===== src/rtl/pixel_plane_fetch.sv =====
// Framebuffer prefetch and bit-plane extraction feeding the panel's six serial colour lines.
// One wide read per column returns top and bottom pixels; a single prefetch slot hides read latency.
module pixel_plane_fetch #(
  parameter int NUM_COLS = 64,
  parameter int ROW_BITS = 5,
  parameter int COL_BITS = 6,
  parameter int RD_LAT   = 1
) (
  input  logic                         clk,
  input  logic                         rst_n,
  input  logic                         clk_en,
  input  logic                         mem_rd,
  input  logic [ROW_BITS-1:0]          row_sel,
  input  logic [7:0]                   col_counter,
  input  logic [2:0]                   bit_plane,
  output logic                         fb_rd_en,
  output logic [ROW_BITS+COL_BITS-1:0] fb_addr,
  input  logic [23:0]                  fb_rdata,
  output logic                         R0,
  output logic                         G0,
  output logic                         B0,
  output logic                         R1,
  output logic                         G1,
  output logic                         B1,
  output logic                         data_valid,
  output logic                         underrun
);

  typedef enum logic [1:0] {IDLE, PRIME, STREAM} state_t;

  state_t                state, state_d;
  logic                  mem_rd_q;
  logic [ROW_BITS-1:0]   row_q, row_d;
  logic [1:0]            gen_q, gen_d;
  logic                  col1_q, col1_d;
  logic [7:0]            cur_col_q, cur_col_d;
  logic                  nxt_vld_q, nxt_vld_d;
  logic [23:0]           nxt_pix_q, nxt_pix_d;
  logic [5:0]            rgb_q, rgb_d;
  logic                  dv_d, ur_d;
  logic                  issue;
  logic [COL_BITS-1:0]   issue_col;
  logic                  trk_vld_p0, trk_vld_p1;
  logic [COL_BITS-1:0]   trk_col_p0, trk_col_p1;
  logic [1:0]            trk_gen_p0, trk_gen_p1;
  logic                  ret_hit;
  logic [7:0]            ret_col;
  logic [7:0]            cur_nxt, nxt_col;
  logic                  adv;

  function automatic logic [5:0] plane_bits(input logic [23:0] px, input logic [2:0] plane);
    logic [3:0] rt, gt, bt, rb, gb, bb;
    {rt, gt, bt, rb, gb, bb} = px;
    if (plane[2]) plane_bits = 6'd0;
    else plane_bits = {rt[plane[1:0]], gt[plane[1:0]], bt[plane[1:0]],
                       rb[plane[1:0]], gb[plane[1:0]], bb[plane[1:0]]};
  endfunction

  // A return is only trusted if it belongs to the current session (generation tag).
  assign ret_hit = ((RD_LAT == 2) ? trk_vld_p1 : trk_vld_p0) &&
                   (((RD_LAT == 2) ? trk_gen_p1 : trk_gen_p0) == gen_q) && (state != IDLE);
  assign ret_col = 8'((RD_LAT == 2) ? trk_col_p1 : trk_col_p0);
  assign cur_nxt = cur_col_q + 8'd1;
  assign nxt_col = col_counter + 8'd1;
  assign adv     = (state == STREAM) && (col_counter == cur_nxt) && (col_counter < 8'(NUM_COLS));

  always_comb begin
    state_d   = state;
    row_d     = row_q;
    gen_d     = gen_q;
    col1_d    = col1_q;
    cur_col_d = cur_col_q;
    nxt_vld_d = nxt_vld_q;
    nxt_pix_d = nxt_pix_q;
    rgb_d     = rgb_q;
    dv_d      = data_valid;
    ur_d      = underrun;
    issue     = 1'b0;
    issue_col = '0;
    if (!mem_rd) begin
      state_d   = IDLE;
      dv_d      = 1'b0;
      rgb_d     = 6'd0;
      nxt_vld_d = 1'b0;
    end else begin
      case (state)
        IDLE: begin
          if (!mem_rd_q) begin
            row_d     = row_sel;
            gen_d     = gen_q + 2'd1;
            col1_d    = 1'b0;
            nxt_vld_d = 1'b0;
            issue     = 1'b1;
            state_d   = PRIME;
          end
        end
        PRIME: begin
          if (!col1_q) begin
            issue     = 1'b1;
            issue_col = COL_BITS'(1);
            col1_d    = 1'b1;
          end
          if (ret_hit && ret_col == 8'd0) begin
            rgb_d     = plane_bits(fb_rdata, bit_plane);
            dv_d      = 1'b1;
            cur_col_d = 8'd0;
            state_d   = STREAM;
          end
        end
        STREAM: begin
          if (adv) begin
            cur_col_d = col_counter;
            if (nxt_vld_q) begin
              rgb_d     = plane_bits(nxt_pix_q, bit_plane);
              nxt_vld_d = ret_hit && (ret_col == nxt_col);
              nxt_pix_d = fb_rdata;
            end else if (ret_hit && ret_col == col_counter) begin
              // data landing on the advance edge goes straight to the outputs
              rgb_d = plane_bits(fb_rdata, bit_plane);
            end else begin
              rgb_d = 6'd0;
              ur_d  = 1'b1;
            end
            if (nxt_col < 8'(NUM_COLS)) begin
              issue     = 1'b1;
              issue_col = nxt_col[COL_BITS-1:0];
            end
          end else if (ret_hit && ret_col == cur_nxt) begin
            nxt_vld_d = 1'b1;
            nxt_pix_d = fb_rdata;
          end
        end
        default: state_d = IDLE;
      endcase
    end
  end

  always_ff @(posedge clk or negedge rst_n) begin
    if (!rst_n) begin
      state      <= IDLE;
      mem_rd_q   <= 1'b0;
      row_q      <= '0;
      gen_q      <= 2'd0;
      col1_q     <= 1'b0;
      cur_col_q  <= 8'd0;
      nxt_vld_q  <= 1'b0;
      rgb_q      <= 6'd0;
      data_valid <= 1'b0;
      underrun   <= 1'b0;
      fb_rd_en   <= 1'b0;
      fb_addr    <= '0;
      trk_vld_p0 <= 1'b0;
      trk_col_p0 <= '0;
      trk_gen_p0 <= 2'd0;
      trk_vld_p1 <= 1'b0;
      trk_col_p1 <= '0;
      trk_gen_p1 <= 2'd0;
    end else if (clk_en) begin
      state      <= state_d;
      mem_rd_q   <= mem_rd;
      row_q      <= row_d;
      gen_q      <= gen_d;
      col1_q     <= col1_d;
      cur_col_q  <= cur_col_d;
      nxt_vld_q  <= nxt_vld_d;
      rgb_q      <= rgb_d;
      data_valid <= dv_d;
      underrun   <= ur_d;
      fb_rd_en   <= issue;
      if (issue) fb_addr <= {row_d, issue_col};
      // read-tracking pipeline: p0 = issued this edge, p1 = one enabled cycle older
      trk_vld_p0 <= issue;
      trk_col_p0 <= issue_col;
      trk_gen_p0 <= gen_d;
      trk_vld_p1 <= trk_vld_p0;
      trk_col_p1 <= trk_col_p0;
      trk_gen_p1 <= trk_gen_p0;
    end
  end

  always_ff @(posedge clk) begin
    if (clk_en) nxt_pix_q <= nxt_pix_d;
  end

  assign {R0, G0, B0, R1, G1, B1} = rgb_q;

endmodule

===== config.mk =====
export PLATFORM = sky130hd
export DESIGN_NAME = pixel_plane_fetch
export DESIGN_NICKNAME = d
export VERILOG_FILES = /design/src/rtl/pixel_plane_fetch.sv
export SDC_FILE = /design/constraint.sdc
export NUM_CORES = 1
export LEC_CHECK = 0
export CAP_MARGIN = 20
export CELL_PAD_IN_SITES_DETAIL_PLACEMENT = 1
export CELL_PAD_IN_SITES_GLOBAL_PLACEMENT = 2
export CORE_UTILIZATION = 35
export CTS_CLUSTER_SIZE = 14
export DETAILED_ROUTE_END_ITERATION = 8
export GPL_TIMING_DRIVEN = 0
export PLACE_DENSITY = 0.91
export SYNTH_ARGS = -nofsm -noshare
export SYNTH_HDL_FRONTEND = slang
export SYNTH_SLANG_ARGS = --single-unit

===== constraint.sdc =====
create_clock -name clk -period 4.61 [get_ports clk]
set_clock_uncertainty 0.05 [all_clocks]
set_input_delay 1.383 -clock clk [delete_from_list [all_inputs] [get_ports clk]]
set_output_delay 1.383 -clock clk [all_outputs]
set_load 0.005 [all_outputs]

==> impl_metrics.ini <==
[power_and_ir_drop]
powerDensity_nw_per_um2 = 365
peakVddDrop_v = 0.000282
p_leak_nw = 1.85

[yosys]
syn_area_um2 = 3930
synth_most_common_cell = dfrtp_1
synth_top_area_share_pct = 28.0
synth.avg_cell_area_um2 = 11.3
postSynthCellCount = 347
ys_warn_count = 0
yosysTopAreaCell = dfrtp_1
synth_edf_count = 24
synth_nets = 398
synthFlopType = dfrtp_1
yosysSeqAreaShare_pct = 46.3
synth_cell_types = 63
synth_area_leaders = dfrtp_1 (28%), edfxtp_1 (18%), mux4_2 (6.9%)
synth_commonest_cells = dfrtp_1 (44), nand2_1 (35), edfxtp_1 (24)
async_flop_share_pct = 64.7
ys_ff_latch = 68

[detailed_routing]
drc_errors = 0
antenna_left = 0
postRouteWirelength_mm = 10.8
top_layer = met4
wire_per_inst_um = 19.1
dr.pass1.iters = 4
drt-initial-drc-count = 115
wl_met3_um = 302
wl_met1_mm = 4.76
via_count = 3055
met2WireLength_mm = 5.51
via_per_inst = 5.42

[layout]
drive_above_1_share_pct = 15.6
final_nets = 470
fillCellCount = 1168
area_growth_pct = 25.4
fin_util_pct = 45.3
regArea_um2 = 1820
multi_input_area_um2 = 1970
diodes = 0

[sta]
hold_viol_final = 0
rsz0062_at_grt = false
fin_crit_ns = 4.37
layout_worst_path_cycle_share_pct = 94.9
slew_headroom_pct = 42.5
setup_viol = 0
tightest_slew_ns = 0.863
max_freq_mhz = 229
worst_slack_ns = 0.236
slew_viol_final = 0

[grt]
grt_pass1_wl_mm = 17.2
grt_antenna_before_repair = 0
grt_max_degree = 27
track_usage_pct = 19.6
grt_pass1_vias = 3291
grt_overflow = 0

[worst_setup_path]
critPathCaptureType = flip-flop
r2r_end = nxt_pix_q[0]
critPathMaxFanout = 13
path_buf_inv = 2
crit_required_ns = 4.63
path_delay_family = simple AND/OR/NAND/NOR gates
critPathSlowestCell = clkdlybuf4s50_1
ff2ff_path_depth = 11
critPathLaunchType = primary input
cpPeakStageDelay_ns = 0.56
crit_chain = clkdlybuf4s50_1 > nor3b_1 > o2111ai_1 > nor4b_2 > o2111ai_2 > nor2_1 > nand2_1 > a21oi_4 > buf_8
r2r_slack_ns = 1.04
critPathKind = primary input to flip-flop
cp.arrival_ns = 4.39
r2r_start = state[0]

[floorplanning]
io_pins = 64
start_util_pct = 36.1
die_w_um = 108
dieArea_um2 = 11700
coreArea_um2 = 10900
rows = 38
die_h_um = 108

[clock_network]
clock_latency_ns = 0.36
cts.path.max_buffers = 2
clkSinkCount = 68
cts_tree = done
htree_levels = 3
root_buffer = clkbuf_8
cts.reportedPaths.clkPinSlew_ns = 0.07
cts_buffers = 9

[outcome]
outcome = finished clean

[placement]
place.gp.congestion = 0.780
placement.io_buffers = 59
dp_hpwl_mm = 8.25
dpl_worst_slack_ns = -0.290

[flow_run]
max_cap_viol_count = 0

[worst_hold_path]
hold_class = flip-flop to flip-flop
hp-start = underrun
whs_path_depth = 1
min_to = underrun
[per-stage QoR]
| stage | cell area (µm²) | hold WS, ns | setup TNS [ns] | std cells | power, mW |
|---|---|---|---|---|---|
| after detailed placement | 4730 | 0.417 | -5.02 | 548 | 1.32 |
| after global routing | 4930 | 0.461 | 0 | 564 | 1.90 |
| after CTS | 4920 | 0.430 | 0 | 564 | 1.82 |
| final | 4930 | 0.426 | 0 | 564 | 1.80 |
| after global placement | 4700 | 0.405 | -26.59 | 546 | 1.30 |
| after floorplan | 3930 | 0.410 | 0 | 347 | 1.08 |
[metal layers]
metal / up-vias / global-route usage (%)
li1: 1434 / -
met1: 1561 / 24.8
met2: 45 / 33.6
met3: 15 / 3.32
met4: 0 / 7.24
met5: - / 0
[repair_timing]
action,4_1_cts,5_1_grt
buffers inserted,0,0
hold buffers,0,0
endpoints found under the setup margin,0,12
hold endpoints to repair,0,0
resized for setup,0,1
[state kept, by name (all words and copies together), names as in the netlist]
register	count
row_q	5
trk_col_p0	6
state	2
data_valid	1
cur_col_q	8
rgb_q	6
trk_vld_p0	1
mem_rd_q	1
nxt_vld_q	1
col1_q	1
underrun	1
fb_addr	11
nxt_pix_q	24
[power breakdown]
group | switching, mW | internal, mW | total [mW]
combinational | 0.259 | 0.284 | 0.543
clock | 0.240 | 0.247 | 0.486
sequential | 0.0631 | 0.707 | 0.770
total | 0.562 | 1.24 | 1.80
[kinds of logic (layout without fill, tap and decap cells)]
kind of cell,after synthesis,count (layout),share of synthesized area [%]
AOI/OAI and AO/OA,67,67,12.9
xor gates and xnor gates,31,31,7.10
adders and majority gates,7,7,2.23
buffers and inverters,34,111,3.98
muxes,35,35,13.6
and+or+nand+nor,105,105,13.8
DFF,68,68,46.3
[final cells by class]
cell class | instances | area share [%]
Timing Repair Buffer | 61 | 12.6
Clock inverter | 7 | 1.37
Sequential cell | 68 | 36.9
Buffer | 20 | 2.11
Inverter | 14 | 1.07
Tap cell | 140 | 3.55
Multi-Input combinational cell | 245 | 39.9
Clock buffer | 9 | 2.51
[layout by cell type (no fill, tap or decap), drive strengths merged, types with 7 or more instances in the layout]
master,netlist,layout
nor3,8,8
dfrtp,44,44
mux4,12,12
nand3,13,13
nand2,35,35
xnor2,22,22
clkbuf,7,16
inv,14,14
o21ai,19,19
buf,13,16
nor2,16,16
clkdlybuf4s50,0,58
mux2,17,17
o2bb2ai,11,11
xor2,9,9
edfxtp,24,24
ha,7,7
[how the worst max path moves through the flow]
| stage | slack [ns] | startpoint | cells after the start | to |
|---|---|---|---|---|
| 5_1_grt | 0.05 | col_counter[6] | 9 | nxt_pix_q[3] |
| 2_1_floorplan | 0.25 | col_counter[4] | 8 | nxt_pix_q[0] |
| 4_1_cts | 0.08 | col_counter[6] | 9 | nxt_pix_q[7] |
| 6_report | 0.24 | col_counter[6] | 9 | nxt_pix_q[0] |
| 3_3_place_gp | -1.11 | col_counter[7] | 8 | nxt_pix_q[12] |
| 3_5_place_dp | -0.29 | col_counter[6] | 9 | nxt_pix_q[14] |
Power figures use the tool's default switching activity.
